<file path="config.mk">
export PLATFORM = sky130hd
export DESIGN_NAME = modn_updown_counter
export DESIGN_NICKNAME = d
export VERILOG_FILES = /design/src/rtl/count_defs_pkg.sv /design/src/rtl/modn_next_calc.sv /design/src/rtl/modn_updown_counter.sv
export SDC_FILE = /design/constraint.sdc
export NUM_CORES = 1
export LEC_CHECK = 0
export CORE_ASPECT_RATIO = 1.1
export CORE_MARGIN = 2
export CORE_UTILIZATION = 50
export DETAILED_ROUTE_END_ITERATION = 6
export DONT_BUFFER_PORTS = 1
export GPL_TIMING_DRIVEN = 0
export PLACE_DENSITY_LB_ADDON = 0.3
export SLEW_MARGIN = 10
export SYNTH_ARGS = -nofsm -noshare
export SYNTH_HDL_FRONTEND = slang
export SYNTH_SLANG_ARGS = --single-unit
</file>
<file path="constraint.sdc">
create_clock -name clock -period 2.6 [get_ports clock]
set_input_delay 0.52 -clock clock [delete_from_list [all_inputs] [get_ports clock]]
set_output_delay 0.52 -clock clock [all_outputs]
set_load 0.01 [all_outputs]
</file>
<file path="src/rtl/count_defs_pkg.sv">
// rtl/count_defs_pkg.sv - shared direction/mode types and widths for the mod-N counter
package count_defs_pkg;

  typedef enum logic {DIR_DOWN = 1'b0, DIR_UP   = 1'b1} dir_e;
  typedef enum logic {MODE_WRAP = 1'b0, MODE_SAT = 1'b1} mode_e;

  localparam int WRAP_CNT_W = 16;

endpackage

</file>
<file path="src/rtl/modn_next_calc.sv">
// rtl/modn_next_calc.sv - combinational next-count, terminal and wrap computation
module modn_next_calc
  import count_defs_pkg::*;
#(
  parameter int WIDTH   = 4,
  parameter int MODULUS = 12
) (
  input  logic [WIDTH-1:0] cur,
  input  logic [WIDTH-1:0] s,
  input  logic             up_down,
  input  logic             sat,
  output logic [WIDTH-1:0] next,
  output logic             tc_n,
  output logic             wrap_n
);

  localparam logic [WIDTH:0]   MOD_X = (WIDTH+1)'(MODULUS);
  localparam logic [WIDTH-1:0] MAX_V = WIDTH'(MODULUS - 1);

  logic [WIDTH:0] cur_x;
  logic [WIDTH:0] s_x;
  logic [WIDTH:0] sum;
  dir_e           dir;
  mode_e          mode;

  always_comb begin
    cur_x  = {1'b0, cur};
    s_x    = {1'b0, s};
    sum    = cur_x + s_x;
    dir    = dir_e'(up_down);
    mode   = mode_e'(sat);
    next   = cur;
    wrap_n = 1'b0;
    if (s != '0) begin
      if (dir == DIR_UP) begin
        if (sum < MOD_X) begin
          next = WIDTH'(sum);
        end else if (mode == MODE_WRAP) begin
          next   = WIDTH'(sum - MOD_X);
          wrap_n = 1'b1;
        end else begin
          next = MAX_V;
        end
      end else begin
        if (s_x <= cur_x) begin
          next = WIDTH'(cur_x - s_x);
        end else if (mode == MODE_WRAP) begin
          // cur + MODULUS cannot exceed WIDTH+1 bits since MODULUS <= 2**WIDTH
          next   = WIDTH'(cur_x + MOD_X - s_x);
          wrap_n = 1'b1;
        end else begin
          next = '0;
        end
      end
    end
    tc_n = (s != '0) && ((dir == DIR_UP) ? (next == MAX_V) : (next == '0));
  end

endmodule

</file>
<file path="src/rtl/modn_updown_counter.sv">
// rtl/modn_updown_counter.sv - mod-N loadable up/down counter; COUNTER_WRAP_CNT_EN adds wrap_count
module modn_updown_counter
  import count_defs_pkg::*;
#(
  parameter int WIDTH   = 4,
  parameter int MODULUS = 12
) (
  input  logic                  clock,
  input  logic                  resetn,
  input  logic                  load,
  input  logic                  enable,
  input  logic                  up_down,
  input  logic                  sat,
  input  logic [WIDTH-1:0]      step,
  input  logic [WIDTH-1:0]      data_in,
  output logic [WIDTH-1:0]      data_out,
  output logic                  tc,
  output logic                  wrap
`ifdef COUNTER_WRAP_CNT_EN
  ,
  output logic [WRAP_CNT_W-1:0] wrap_count
`endif
);

  localparam logic [WIDTH:0]   MOD_X = (WIDTH+1)'(MODULUS);
  localparam logic [WIDTH-1:0] MAX_V = WIDTH'(MODULUS - 1);

  if (MODULUS < 2 || MODULUS > (2 ** WIDTH)) begin : g_bad_modulus
    $error("modn_updown_counter: MODULUS out of range 2..2**WIDTH");
  end

  logic [WIDTH-1:0] s_eff;
  logic [WIDTH-1:0] load_val;
  logic [WIDTH-1:0] calc_next;
  logic             calc_tc;
  logic             calc_wrap;

  assign s_eff    = (step > MAX_V) ? MAX_V : step;
  assign load_val = ({1'b0, data_in} < MOD_X) ? data_in : MAX_V;

  modn_next_calc #(
    .WIDTH   (WIDTH),
    .MODULUS (MODULUS)
  ) u_next_calc (
    .cur     (data_out),
    .s       (s_eff),
    .up_down (up_down),
    .sat     (sat),
    .next    (calc_next),
    .tc_n    (calc_tc),
    .wrap_n  (calc_wrap)
  );

  always_ff @(posedge clock) begin
    if (!resetn) begin
      data_out <= '0;
      tc       <= 1'b0;
      wrap     <= 1'b0;
    end else if (load) begin
      data_out <= load_val;
      tc       <= 1'b0;
      wrap     <= 1'b0;
    end else if (enable) begin
      data_out <= calc_next;
      tc       <= calc_tc;
      wrap     <= calc_wrap;
    end else begin
      tc       <= 1'b0;
      wrap     <= 1'b0;
    end
  end

`ifdef COUNTER_WRAP_CNT_EN
  // Counts on the same edge that sets the wrap pulse
  always_ff @(posedge clock) begin
    if (!resetn || load) begin
      wrap_count <= '0;
    end else if (enable && calc_wrap && (wrap_count != '1)) begin
      wrap_count <= wrap_count + 1'b1;
    end
  end
`endif

endmodule

</file>
==> flow_summary.ini, run 1 <==
[run_status]
status = finished clean

[hold_path]
min_from = resetn
min_delay_path_depth = 2
hold_end = data_out[1]
hold_path.class = primary input to flip-flop

[synthesis]
synth_area_per_cell_sq_um = 7.95
yosys-top-cells-area = ha_1 13%, dfxtp_1 10%, fa_1 6.9%
synth.distinct_cells = 56
synthArstFlopShare = 0
synth_top_area_cell = ha_1
ys_seq_area_frac = 0.103
syn-instance-count = 147
yosys.area.top_type_share = 0.128
yosysWarnings = 0
synth_edf_count = 0
netlist_area_sq_um = 1170
synthFlopType = dfxtp_1
synth.net_count = 177
synth-seq-cells = 6

[setup_path]
path_delay_family = compound AO/OA/AOI/OAI gates
start_kind = primary input
regToRegStartpoint = data_out[2]
r2r_end = tc
startpoint = step[2]
path_max_fanout = 5
worstPathArrival_ps = 2580
critPathSlowestCell = fa_2
crit_path_end_kind = flip-flop
rrSetupSlack_ps = 160
max_stage_delay_ps = 350
worstPathRequired_ps = 2720
r2r.worst_path.cells = 9
cp_num_buf_inv = 1
critical_path_class = primary input to flip-flop
crit_chain = a21o_4, ha_4, or2_4, fa_2, xor2_2, nand2_1, nor4b_2, o21a_2, buf_4, o41ai_2, a21boi_1

[drt]
via_count = 1118
dr_wl_met3_microns = 69
drt-total-wl_mm = 3.07
drc_errors = 0
viasPerCell = 6.14
wire_per_inst_microns = 16.9
met2_length_mm = 1.57
dr.pass1.iters = 4
antenna_left = 0
drtIter0Drc = 23
m1WireLength_mm = 1.37
maxUsedRoutingLayer = met4

[global_route]
grt_pass1_vias = 1054
globalRouteOverflowTotal = 0
grt_pass1_wl_mm = 4.70
grt_use_total = 0.231
antenna_found_initial = 0
grt_max_degree = 11

[die]
die_w_microns = 50.1
die_y_microns = 54.7
core_area_sq_um = 2230
ioPinCount = 20
dieArea_sq_um = 2740
rows = 18
start_util = 0.524

[pwr]
power_frac_seq = 0.226
power_uw = 515
peakVddDrop_v = 0.000290
p_int_uw = 295
leakagePower_nw = 0.518
netSwitchingFraction = 0.428
p_comb_frac = 0.609
clockPowerShare = 0.166
power.density_nw_per_um2 = 381
p_switching_uw = 221

[timing]
fmax_mhz = 407
period_needed_ps = 2460
maxSlewViolCount = 0
finalSetupViolCount = 0
skew_ps = 4.85
fin_crit_sh = 0.946
hold_viol_final = 0
tns_ps = 0
worst_pin_slew_ps = 625
slew_headroom = 0.582
setup_slack_ps = 141

[final_layout]
post-route-util = 0.606
fin_nets = 184
drive_above_1_share = 0.243
diodes = 0
areaGrowthSynthToFinish_pct = 15.6
final_cell_count_no_fill = 182
fillers = 195

[job]
cap_violations = 0

[placement]
place_ws_ps = -280
gp_congestion = 0.915
dpl.hpwl_mm = 2.31
dp_cells = 177
io_buffers = 0

[clocking]
cts_sinks = 6
htreeDepth = 1
clk_latency_ps = 250
cts_max_path_buffers = 2
cts_buffers = 3
cts_hold_buf = 0
clk_pin_slew_ps = 40
cts_tree = yes
clockRootBuffer = clkbuf_4
-- layout by cell type (no fill, tap or decap), drive strengths merged, types with 2 or more instances in the layout --
cell | synthesis | final
inv | 15 | 15
ha | 12 | 12
nor2 | 11 | 11
a21oi | 9 | 9
nand2 | 8 | 8
o21ai | 6 | 6
dfxtp | 6 | 6
nor3b | 5 | 5
buf | 3 | 5
a211oi | 5 | 5
o31ai | 4 | 4
clkbuf | 1 | 4
o21a | 4 | 4
fa | 4 | 4
o21bai | 3 | 3
nand2b | 3 | 3
nor3 | 3 | 3
or2 | 3 | 3
xor2 | 3 | 3
a21boi | 3 | 3
a21o | 2 | 2
nand3 | 2 | 2
nor2b | 2 | 2
and2 | 2 | 2
a311o | 2 | 2
nor4 | 2 | 2
a221oi | 2 | 2
a2111oi | 2 | 2
o41ai | 2 | 2
or3 | 2 | 2
-- metal layers --
metal  track usage  up-vias
li1              -      555
met1         0.275      531
met2         0.419       25
met3        0.0219        7
met4         0.116        0
met5             0        -
-- synthesized netlist by cell type, types with 2 or more instances --
| master | n |
|---|---|
| o21ai_0 | 5 |
| and2_1 | 2 |
| o41ai_1 | 2 |
| nor3b_1 | 5 |
| inv_1 | 14 |
| o21a_2 | 2 |
| nand2_1 | 8 |
| nor3_1 | 3 |
| a21oi_1 | 8 |
| a21boi_1 | 3 |
| nand2b_1 | 3 |
| a2111oi_0 | 2 |
| a211oi_2 | 2 |
| or2_1 | 2 |
| nor2_1 | 11 |
| buf_4 | 2 |
| nand3_1 | 2 |
| xor2_1 | 3 |
| ha_1 | 12 |
| fa_1 | 4 |
| a211oi_1 | 3 |
| a311o_1 | 2 |
| nor2b_1 | 2 |
| a21o_1 | 2 |
| o21a_1 | 2 |
| o31ai_1 | 4 |
| o21bai_1 | 3 |
| dfxtp_1 | 6 |
-- worst max path at each step --
stage                       end  slack (ps)  depth (start not counted)
detailed placement           tc        -280                         10
CTS                          tc          10                         10
floorplan                    tc         -30                          9
global route                 tc          -8                          9
global placement             tc        -280                          9
finish              data_out[3]         140                         11
-- power by group through the flow --
stage                     Combinational [mW]  Sequential, mW  Clock, mW
after floorplan                        0.224           0.111          0
after global placement                 0.267           0.115          0
after CTS                              0.288           0.116     0.0886
after global routing                   0.341           0.117     0.0955
final                                  0.314           0.116     0.0855
after detailed placement               0.272           0.116          0
-- worst reg2reg max path, stage by stage (launching register included) --
cell	delay, ps
dfxtp_4	390
inv_1	90
ha_2	390
buf_4	190
and2_1	170
o21bai_1	70
a221o_1	400
a211oi_4	320
a221oi_2	50
a311oi_1	260
-- metrics by stage --
stage                     area, sq um  hold WS (ps)
after floorplan                  1190           572
after detailed placement         1220           632
final                            1350           399
after global routing             1350           400
after CTS                        1290           395
after global placement           1220           621
-- sequential cells by signal (all words and copies together), names as in the netlist --
name and cells:
tc 1, data_out 4, wrap 1
-- cell type report --
cell class | count | area [sq um] | area share
flip-flops and latches | 6 | 131 | 0.0972
repair buffers | 2 | 15.0 | 0.0111
multi-input cells | 121 | 1060 | 0.781
clock buffers | 3 | 22.5 | 0.0167
plain buffers | 5 | 32.5 | 0.0241
inverters | 15 | 56.3 | 0.0417
well taps | 30 | 37.5 | 0.0278
-- kinds of logic after synthesis --
group	synth area share
and+or+nand+nor	0.255
xor gates and xnor gates	0.0300
muxes	0.00857
adders and majority gates	0.197
buffers and inverters	0.0760
DFF	0.103
AOI/OAI and AO/OA	0.331
-- what timing repair did --
action / CTS / global route
setup buffers: 1 / 1
resized for setup: 9 / 12
pin swaps: 5 / 6
setup endpoints to repair: 2 / 3
Power figures use the tool's default switching activity.
==> run 2, diff against run 1 <==
- CORE_ASPECT_RATIO: 1.1 -> 1.25
==> run 2 against run 1 <==
  * Utilization rose by 0.29 points
  * Routed wire length decreased by 2.8%
  * Clock skew shrank 4.7 ps
  * Non-clock buffer count decreased by 1
  * Worst hold slack improved by 3.6 ps
  * Clock power is 6.1% lower
  * Critical path depth shrank 2
  * Sequential power is essentially flat
  * Power shrank 1.4%
  * Via count grew 3.8%
  * Critical path type unchanged
==> flow_summary.ini, run 2 (synthesis results as in run 1) <==
[final_layout]
fillers = 197
layout_commonest_cell = inv_1
post-route-util = 0.609
largest_reg_flops = 4
layout_common_cells = 14 x inv_1, 11 x nor2_1, 8 x nand2_1, 8 x a21oi_1, 8 x ha_1
areaGrowthSynthToFinish_pct = 15.2
largest_registers = data_out (4), tc (1), wrap (1)
fin_area_sq_um = 1350
drive_above_1_share = 0.238
fin_nets = 183
largest-register = data_out
diodes = 0

[timing]
setup_slack_ps = 66.3
period_needed_ps = 2530
finalSetupViolCount = 0
fmax_mhz = 395
hold_viol_final = 0
hold_slack_ps = 402
fin_crit_sh = 0.974
worst_pin_slew_ps = 616
maxSlewViolCount = 0
slew_headroom = 0.586
tns_ps = 0
skew_ps = 0.190

[die]
dieArea_sq_um = 2740
start_util = 0.529
core_area_sq_um = 2210
ioPinCount = 20
die_w_microns = 47.2
die_y_microns = 58.1
rows = 19

[setup_path]
worstPathArrival_ps = 2670
start_kind = primary input
worstPathRequired_ps = 2740
r2r_end = tc
r2r.worst_path.cells = 9
critical_path_class = primary input to flip-flop
regToRegStartpoint = data_out[2]
rrSetupSlack_ps = 110
path_max_fanout = 5
crit_path_end_kind = flip-flop

[drt]
m1WireLength_mm = 1.19
maxUsedRoutingLayer = met4
antenna_left = 0
dr.pass1.iters = 4
drt-total-wl_mm = 2.98
dr_wl_met3_microns = 153
drc_errors = 0
via_count = 1160
viasPerCell = 6.37
met2_length_mm = 1.55
wire_per_inst_microns = 16.4
drtIter0Drc = 43

[pwr]
leakagePower_nw = 0.515
peakVddDrop_v = 0.000337
power.density_nw_per_um2 = 378

[global_route]
grt_use_total = 0.234
grt_pass1_wl_mm = 4.72
antenna_found_initial = 0
grt_max_degree = 11
grt_pass1_vias = 1099
globalRouteOverflowTotal = 0

[clocking]
cts_tree = yes
clk_latency_ps = 240
cts_sinks = 6
clockRootBuffer = clkbuf_4
cts_buffers = 3
cts_hold_buf = 0
cts_max_path_buffers = 2
htreeDepth = 1
clk_pin_slew_ps = 40

[job]
cap_violations = 0

[placement]
gp_congestion = 0.884
dpl_cell_area_sq_um = 1230
dpl.hpwl_mm = 2.41
io_buffers = 0
place_ws_ps = -279

[hold_path]
hold_end = data_out[1]
min_delay_path_depth = 2
hold_path.class = primary input to flip-flop
min_from = resetn

[run_status]
status = finished clean
==> run 2: how the worst max path moves through the flow <==
stage | from | to | slack, ps
after global placement | step[2] | tc | -280
final | step[2] | tc | 70
after floorplan | step[2] | tc | -30
after detailed placement | step[2] | tc | -280
after global routing | step[3] | tc | -50
after CTS | step[2] | tc | 0.04
==> run 2: metrics by stage <==
| stage | cells | total power [mW] |
|---|---|---|
| 6_report | 182 | 0.508 |
| 5_1_grt | 182 | 0.551 |
| 4_1_cts | 181 | 0.479 |
| 3_5_place_dp | 178 | 0.390 |
| 3_3_place_gp | 178 | 0.382 |
| 2_1_floorplan | 147 | 0.335 |
==> run 2: timing repair <==
item,4_1_cts,5_1_grt
pin swaps,0,5
buffers inserted,0,1
gates resized for setup,6,14
endpoints found under the setup margin,1,3
==> run 2: layout make-up <==
| type | instances | area, sq um | share of cell area |
|---|---|---|---|
| multi-input combinational | 121 | 1060 | 0.787 |
| inverter | 15 | 56.3 | 0.0418 |
| timing repair buffer | 1 | 7.51 | 0.00558 |
| tap | 31 | 38.8 | 0.0288 |
| clock buffer | 3 | 22.5 | 0.0167 |
| sequential | 6 | 129 | 0.0957 |
| buffer | 5 | 32.5 | 0.0242 |
==> run 2: critical path, stage by stage <==
cell and delay, ps:
a21o_4 220, ha_4 250, or2_4 230, fa_2 510, inv_1 50, a311o_1 280
a211oi_2 230, nand3_1 120, a311oi_2 270
==> run 2: routing by layer <==
metal  GRT usage  vias up
li1            -      545
met1       0.292      550
met2       0.388       53
met3      0.0343       12
met4      0.0952        0
met5           0        -
==> run 2: power breakdown <==
group	switching [mW]	internal (mW)	leakage, nW
clock	0.0285	0.0519	0.0138
sequential	0.0160	0.0996	0.0509
combinational	0.173	0.140	0.450
